===== src/rtl/hazard_pkg.sv =====
// Shared types and helpers for the register-hazard scoreboard.
package hazard_pkg;

  // Widest register tag an entry can hold; the top zero-extends into it.
  localparam int SB_TAG_W = 8;

  // Operand select value meaning "use the ID/EX register-file data".
  localparam int FWD_RF = 0;

  typedef struct packed {
    logic                valid;
    logic [SB_TAG_W-1:0] dest;
    logic                load;
  } sb_entry_t;

  // Width of an operand select for a shadow pipeline of the given depth.
  function automatic int sel_width(input int depth);
    return (depth < 3) ? 1 : $clog2(depth);
  endfunction

endpackage


===== src/rtl/sb_lookup.sv =====
// Priority match of one source operand against the in-flight destination tags.
// Entry 0 is stage 1 (EX); the youngest matching producer decides the result.
module sb_lookup
  import hazard_pkg::*;
#(
  parameter int DEPTH    = 3,
  parameter int LOAD_LAT = 2,
  parameter int RW       = 5,
  parameter int SELW     = sel_width(DEPTH)
) (
  input  sb_entry_t [DEPTH-1:0] entries,
  input  logic                  use_src,
  input  logic [RW-1:0]         src,
  output logic                  hit,
  output logic [SELW-1:0]       sel,
  output logic                  hazard
);

  logic [SB_TAG_W-1:0] tag;

  assign tag = SB_TAG_W'(src);

  // Youngest producer wins; a WB-stage match reads the already-written file.
  always_comb begin
    logic found;
    logic found_load;
    int   found_k;
    found      = 1'b0;
    found_load = 1'b0;
    found_k    = 0;
    hit        = 1'b0;
    sel        = SELW'(FWD_RF);
    hazard     = 1'b0;
    for (int k = 0; k < DEPTH; k++) begin
      if (!found && entries[k].valid && entries[k].dest == tag) begin
        found      = 1'b1;
        found_k    = k;
        found_load = entries[k].load;
      end
    end
    if (use_src && src != '0 && found) begin
      hit = 1'b1;
      if (found_k + 1 < DEPTH) begin
        if (found_load && found_k + 1 < LOAD_LAT) hazard = 1'b1;
        else                                      sel    = SELW'(found_k + 1);
      end
    end
  end

endmodule


===== src/rtl/hazard_scoreboard.sv =====
// Shadow pipeline of in-flight destination tags producing the decode load-use
// stall, registered EX forwarding selects and a saturating stall counter.
module hazard_scoreboard
  import hazard_pkg::*;
#(
  parameter  int NREG     = 32,
  parameter  int RW       = $clog2(NREG),
  parameter  int DEPTH    = 3,
  parameter  int LOAD_LAT = 2,
  parameter  int CNTW     = 16,
  localparam int SELW     = sel_width(DEPTH)
) (
  input  logic            CLK,
  input  logic            RST,
  input  logic            advance,
  input  logic            flush,
  input  logic            id_valid,
  input  logic [RW-1:0]   id_rs,
  input  logic [RW-1:0]   id_rt,
  input  logic            id_use_rs,
  input  logic            id_use_rt,
  input  logic            id_wen,
  input  logic [RW-1:0]   id_dest,
  input  logic            id_load,
  output logic            stall,
  output logic [SELW-1:0] ex_fwd_a,
  output logic [SELW-1:0] ex_fwd_b,
  output logic [CNTW-1:0] stall_cnt
);

  sb_entry_t [DEPTH-1:0] entries;

  logic            hit_a, hit_b, haz_a, haz_b;
  logic [SELW-1:0] sel_a, sel_b;
  logic            issue, push;

  sb_lookup #(.DEPTH(DEPTH), .LOAD_LAT(LOAD_LAT), .RW(RW), .SELW(SELW)) u_lookup_a (
    .entries (entries),
    .use_src (id_use_rs),
    .src     (id_rs),
    .hit     (hit_a),
    .sel     (sel_a),
    .hazard  (haz_a)
  );

  sb_lookup #(.DEPTH(DEPTH), .LOAD_LAT(LOAD_LAT), .RW(RW), .SELW(SELW)) u_lookup_b (
    .entries (entries),
    .use_src (id_use_rt),
    .src     (id_rt),
    .hit     (hit_b),
    .sel     (sel_b),
    .hazard  (haz_b)
  );

  // Flush outranks stall; only an issued writer of a non-zero register enters.
  always_comb begin
    stall = id_valid && !flush && ((hit_a && haz_a) || (hit_b && haz_b));
    issue = id_valid && !flush && !stall;
    push  = issue && id_wen && (id_dest != '0);
  end

  // Shadow pipeline: age every entry, insert the decode tag or a bubble.
  always_ff @(posedge CLK) begin
    if (RST) begin
      entries <= '0;
    end else if (advance) begin
      for (int k = DEPTH - 1; k > 0; k--) entries[k] <= entries[k-1];
      entries[0] <= push ? '{valid: 1'b1, dest: SB_TAG_W'(id_dest), load: id_load}
                         : '0;
    end
  end

  // Forwarding selects follow the issued instruction into EX.
  always_ff @(posedge CLK) begin
    if (RST) begin
      ex_fwd_a <= SELW'(FWD_RF);
      ex_fwd_b <= SELW'(FWD_RF);
    end else if (advance) begin
      ex_fwd_a <= issue ? sel_a : SELW'(FWD_RF);
      ex_fwd_b <= issue ? sel_b : SELW'(FWD_RF);
    end
  end

  // Count stall cycles that actually cost an advance, saturating at all-ones.
  always_ff @(posedge CLK) begin
    if (RST)                                      stall_cnt <= '0;
    else if (advance && stall && stall_cnt != '1) stall_cnt <= stall_cnt + 1'b1;
  end

endmodule

===== config.mk =====
export PLATFORM = sky130hd
export DESIGN_NAME = hazard_scoreboard
export DESIGN_NICKNAME = d
export VERILOG_FILES = /design/src/rtl/hazard_pkg.sv /design/src/rtl/sb_lookup.sv /design/src/rtl/hazard_scoreboard.sv
export SDC_FILE = /design/constraint.sdc
export NUM_CORES = 1
export LEC_CHECK = 0
export ABC_CLOCK_PERIOD_IN_PS = 3100
export CORE_UTILIZATION = 25
export CTS_CLUSTER_DIAMETER = 60
export DETAILED_ROUTE_END_ITERATION = 8
export RECOVER_POWER = 25
export SYNTH_ARGS = -nofsm -noshare
export SYNTH_HDL_FRONTEND = slang
export SYNTH_SLANG_ARGS = --single-unit
export TNS_END_PERCENT = 5

===== constraint.sdc =====
create_clock -name CLK -period 3.1 [get_ports CLK]
set_clock_uncertainty 0.2 [all_clocks]
set_input_delay 0.93 -clock CLK [delete_from_list [all_inputs] [get_ports CLK]]
set_output_delay 0.93 -clock CLK [all_outputs]
set_load 0.01 [all_outputs]

[Word level (Yosys, flattened, before mapping)]
Cells that the tools add are included.
Word-level totals
  register bits: 50
  output and inout bits: 21
Operators by class
  $add $sub $neg: 3
  reductions and logical operators: 35
  order comparisons: 4
  eq/ne operators: 7
  multiplexer cells: 33
Operator list (count)
  $lt 32x3->1 const B: 4
  $eq 8x5->1: 6
  $logic_and 1x1->1: 25
  $mux 1: 22
  $mux 2: 10
  $add 16x1->16 const B: 1
  $ne 16x16->1 const B: 1
  $reduce_bool 5->1: 3
  $mux 10: 1
  $add 2x1->3 const B: 2
  $logic_not 1->1: 6
  $logic_or 1x1->1: 1

[Depth between registers and ports, before layout]
  depth in word-level cells: 25
  depth in mapped cells: 8
  gate-level depth less buffers: 7

[Modules after synthesis]
A second synthesis with hierarchy kept.
Second synthesis, totals
  cells, all modules: 259
  area total of the unflattened synthesis: 2348.5 um^2
Modules (own cells, without submodules)
  hazard_scoreboard: cells an instance 197, instances 1, area each 1835.5 um^2
  sb_lookup: cells an instance 31, instances 2, area each 256.5 um^2

[Least setup slack after synthesis]
No wires, ideal clock.
  path kind: input -> output
  from: in id_rt[1]
  to: out stall
  arrival time: 1.947 ns
  cell stages on the path: 5
  buffers on the path: 0
  setup slack: 0.023 ns
  required time: 1.970 ns
  cell sequence: or4_1 o21ai_1 nor3_2 o21ai_1 nor3b_1
Between the ends
  word-level cells in the longest chain between the ends: 20
  elaborated cells between the ends (all ways): 32
Ends and longest elaborated chain
  from (decl): line hazard_scoreboard.sv:19  | input logic [RW-1:0] id_rt,
  $eq 8x5->1: line sb_lookup.sv:35  | if (!found && entries[k].valid && entries[k].dest == tag) begin
  $logic_and 1x1->1: line sb_lookup.sv:35
  $mux 1: line sb_lookup.sv:35
  $logic_not 1->1: line sb_lookup.sv:35
  $logic_and 1x1->1 (2 in series): line sb_lookup.sv:35
  $mux 1: line sb_lookup.sv:35
  $logic_not 1->1: line sb_lookup.sv:35
  $logic_and 1x1->1 (2 in series): line sb_lookup.sv:35
  (+2 left out)
  $lt 32x3->1: line sb_lookup.sv:44  | if (found_load && found_k + 1 < LOAD_LAT) hazard = 1'b1;
  $logic_and 1x1->1: line sb_lookup.sv:44
  $mux 1: line sb_lookup.sv:44
  $mux 1: line sb_lookup.sv:43  | if (found_k + 1 < DEPTH) begin
  $mux 1: line sb_lookup.sv:41  | if (use_src && src != '0 && found) begin
  $logic_and 1x1->1 (*): line hazard_scoreboard.sv:57  | stall = id_valid && !flush && ((hit_a && haz_a) || (hit_b && haz_b));
  $logic_or 1x1->1 (*): line hazard_scoreboard.sv:57
  $logic_and 1x1->1 (*): line hazard_scoreboard.sv:57
  to (decl): line hazard_scoreboard.sv:25  | output logic stall,
Mark *: on every way between the ends. The rest lies on a longest branch, timed or not.

[Worst setup path after layout]
  from: in id_rs[1]
  to: out stall
Between the ends
  word-level cells in the longest chain between the ends: 20
  elaborated cells between the ends (all ways): 32
Ends and longest elaborated chain
  from (decl): line hazard_scoreboard.sv:18  | input logic [RW-1:0] id_rs,
  $eq 8x5->1: line sb_lookup.sv:35
  $logic_and 1x1->1: line sb_lookup.sv:35
  $mux 1: line sb_lookup.sv:35
  $logic_not 1->1: line sb_lookup.sv:35
  $logic_and 1x1->1 (2 in series): line sb_lookup.sv:35
  $mux 1: line sb_lookup.sv:35
  $logic_not 1->1: line sb_lookup.sv:35
  $logic_and 1x1->1 (2 in series): line sb_lookup.sv:35
  (+2 left out)
  $lt 32x3->1: line sb_lookup.sv:44
  $logic_and 1x1->1: line sb_lookup.sv:44
  $mux 1: line sb_lookup.sv:44
  $mux 1: line sb_lookup.sv:43
  $mux 1: line sb_lookup.sv:41
  $logic_and 1x1->1 (*): line hazard_scoreboard.sv:57
  $logic_or 1x1->1 (*): line hazard_scoreboard.sv:57
  $logic_and 1x1->1 (*): line hazard_scoreboard.sv:57
Marks and branches as above.

==> results.toml <==
[outcome]
status = "finished with violations"
violations = "DRC, setup timing"

[clock_tree]
cts_tree = "yes"
cts.reportedPaths.clkPinSlew_ns = 0.06
clock_tree.htree_level_count = 2
clkSinkCount = 33
cts-hold-fix-buffers = 0
clock_buffer_count_from_cts = 5
ctsLongestPathBuffers = 2
clockRootBuffer = "sky130_fd_sc_hd__clkbuf_8"
clk_latency_ns = 0.27

[yosys]
ys_top_cells_by_area = "sky130_fd_sc_hd__dfxtp_1, sky130_fd_sc_hd__xnor2_1, sky130_fd_sc_hd__nor2_1"
synth-edff-count = 0
synthesis.nets = 216
ffs_latches_synth = 33
netlist.top_cell.by_area = "sky130_fd_sc_hd__dfxtp_1"
post_synth_num_cell_types = 40
post_synthesis_mean_instance_area_um2 = 8.961
synth_largest_type_area_fraction = 0.3860
async_reset_ff_frac = 0
post_synth_instance_area_um2 = 1712
yosys_warnings = 0
number_of_instances_in_the_synthesized_netlist = 191
yosys.cell_count.top_type = "sky130_fd_sc_hd__dfxtp_1"
netlist_top_cells_count = "sky130_fd_sc_hd__dfxtp_1, sky130_fd_sc_hd__nor2_1, sky130_fd_sc_hd__xnor2_1"
synth_sequential_area_ratio = 0.3860
synth_flop_cell = "sky130_fd_sc_hd__dfxtp_1"

[setup_path]
timing.critical_path.fanout_max = 3
crit-reg2reg-launch = "entries[2]"
critical_path.endpoint_type = "primary output"
path_class = "in2out"
worstSetupStartpointType = "input pin"
cp.required_ns = 1.97
worstRegToRegCells = 12
worst_setup_path_startpoint = "id_rs[1]"
worst-endpoint-arrival_ns = 2.22

[layout]
final_cell_area_um2 = 2575
insertedDiodeCount = 0
nNetsFinal = 284
synthToLayoutAreaGrowth_pct = 50.44
register_area_um2 = 660.6
layout-drive-gt1-share = 0.2201
fillerInstances = 642
multi_input_area_um2 = 1095

[timing]
whs_ns = 0.2679
final.setup.worst_slack_ns = -0.2455
rsz0062_at_grt = "yes"
hold_viol = 0
finalSetupViolCount = 7
timing.final.crit_period_ns = 3.346
share_of_the_cycle_needed_by_the_critical_path_after_routing = 1.079
slew_headroom = 0.5806
worst_pin_slew_ns = 0.6268
max_freq_ghz = 0.2989
timing.final.max_slew_violations = 0

[hold_path]
hold_path_depth = 1
min-delay-path-class = "reg2reg"
hold_path_startpoint = "ex_fwd_a[1]"

[place]
dp.final_hpwl_um = 3251
gp_congestion = 0.7986
buffer_ports.inserted = 44
post_dp_cell_area_um2 = 2395

[power_and_ir_drop]
static-leakage-power_nw = 0.9587
powerDensity_nw_per_um2 = 329.3
max-vdd-ir-drop_mv = 0.2473

[detailed_routing]
number_of_detailed_routing_iterations_run_before_antenna_repair = 8
remaining_drc_errors = 4
vias = 1617
route.detailed.vias_per_inst = 4.813
detail_route.wirelength_um = 4481
routedWlPerCell_um = 13.34
ant_nets = 0
detailedRoute.firstIterationViolations = 63

[die]
initial_utilization = 0.2635
fp.dieW_um = 84.75
io-pin-count = 45
coreArea_um2 = 6495
row_count = 29
die-area_um2 = 7182
die_height_um = 84.75

[job]
maxCapViolations = 0

[global_routing]
grt_start_max_net_pins = 26
antenna_found_initial = 0
grt_first_pass_wirelength_um = 7162
gr-total-overflow = 0
grt.total_usage = 0.1269
grt_pass1_vias = 1543
## repair_timing
item,4_1_cts,5_1_grt
gates cloned,0,0
resized for setup,55,10
pin swaps,14,11
endpoints found under the hold margin,0,0
endpoints found under the setup margin,7,15
buffers inserted,4,0
## sequential cells by signal, summed over array words and instances (netlist names)
register / count
stall_cnt: 16
ex_fwd_b: 2
ex_fwd_a: 2
entries: 13
## metrics by stage
stage	setup TNS, ns	worst slack (ns)	std cells	utilization	power [W]
2_1_floorplan	0	0.02278	191	-	0.0004722
3_3_place_gp	-6.196	-1.063	325	0.3687	0.0005338
3_5_place_dp	-6.309	-1.042	325	0.3687	0.0005336
4_1_cts	-0.6037	-0.2396	336	0.3901	0.0008586
5_1_grt	-1.264	-0.2823	336	0.3965	0.0008859
6_report	-0.5941	-0.2455	336	0.3965	0.0008481
## per-layer routing
layer	vias to the layer above	routed length, µm	share of wire	global-route usage
li1	830	-	-	-
met1	750	2088	0.47	0.1537
met2	33	2172	0.48	0.2247
met3	4	194	0.043	0.03147
met4	0	27	0.0060	0.03236
met5	-	0	0	0
## where the power goes
group          switching [W]  leakage (nW)  internal (W)  total [W]
Clock               0.000145        0.0443      0.000176   0.000321
Sequential        0.00000287         0.266      0.000426   0.000429
Combinational      0.0000430         0.648     0.0000551  0.0000981
Total               0.000191         0.959      0.000657   0.000848
## cell families after synthesis
family                     Yosys count  synth area share
AOI/OAI and AO/OA                   32            0.1309
xor gates and xnor gates            22            0.1126
adders and majority gates            1          0.007309
buffers and inverters                9           0.02339
DFF                                 33            0.3860
muxes                               13           0.08041
and+or+nand+nor                     81            0.2595
## final timing paths
kind              slack [ns]            end
setup / recovery       -0.25          stall
hold / removal          0.27    ex_fwd_a[1]
setup reg to reg        0.37  stall_cnt[13]
hold reg to reg         0.27    ex_fwd_a[1]
## area by class of cell
cell class / instances / area share
Multi-Input combinational cell: 149 / 0.4252
Sequential cell: 33 / 0.2566
Timing Repair Buffer: 69 / 0.2459
Tap cell: 77 / 0.03741
Clock buffer: 7 / 0.03353
Inverter: 1 / 0.001458
## cell usage in the layout (no fill, tap or decap), types with 2 or more instances in the layout
master / n
sky130_fd_sc_hd__a21oi_1: 9
sky130_fd_sc_hd__a32o_1: 7
sky130_fd_sc_hd__and4_1: 2
sky130_fd_sc_hd__buf_12: 2
sky130_fd_sc_hd__buf_2: 6
sky130_fd_sc_hd__buf_4: 19
sky130_fd_sc_hd__buf_6: 7
sky130_fd_sc_hd__clkbuf_1: 2
sky130_fd_sc_hd__clkbuf_8: 6
sky130_fd_sc_hd__clkdlybuf4s50_1: 28
sky130_fd_sc_hd__dfxtp_1: 33
sky130_fd_sc_hd__dlygate4sd3_1: 4
sky130_fd_sc_hd__mux2_1: 5
sky130_fd_sc_hd__mux2i_1: 7
sky130_fd_sc_hd__nand2_1: 8
sky130_fd_sc_hd__nand3_1: 8
sky130_fd_sc_hd__nand4_1: 5
sky130_fd_sc_hd__nor2_1: 23
sky130_fd_sc_hd__nor2b_1: 8
sky130_fd_sc_hd__nor3_1: 6
sky130_fd_sc_hd__nor3_4: 2
sky130_fd_sc_hd__nor4_1: 2
sky130_fd_sc_hd__nor4_2: 2
sky130_fd_sc_hd__o21ai_0: 6
sky130_fd_sc_hd__o21ai_4: 2
sky130_fd_sc_hd__or3_1: 6
sky130_fd_sc_hd__or4_1: 2
sky130_fd_sc_hd__or4_4: 2
sky130_fd_sc_hd__xnor2_1: 12
sky130_fd_sc_hd__xnor2_2: 2
sky130_fd_sc_hd__xor2_1: 8
## worst max-delay path: stages
cell	delay (ns)
sky130_fd_sc_hd__buf_6	0.10
sky130_fd_sc_hd__or4_4	0.53
sky130_fd_sc_hd__o21ai_4	0.17
sky130_fd_sc_hd__nor3_4	0.07
sky130_fd_sc_hd__o21ai_2	0.21
sky130_fd_sc_hd__nor3b_2	0.06
sky130_fd_sc_hd__buf_2	0.14
No activity file was read; power rests on OpenSTA's default activity.
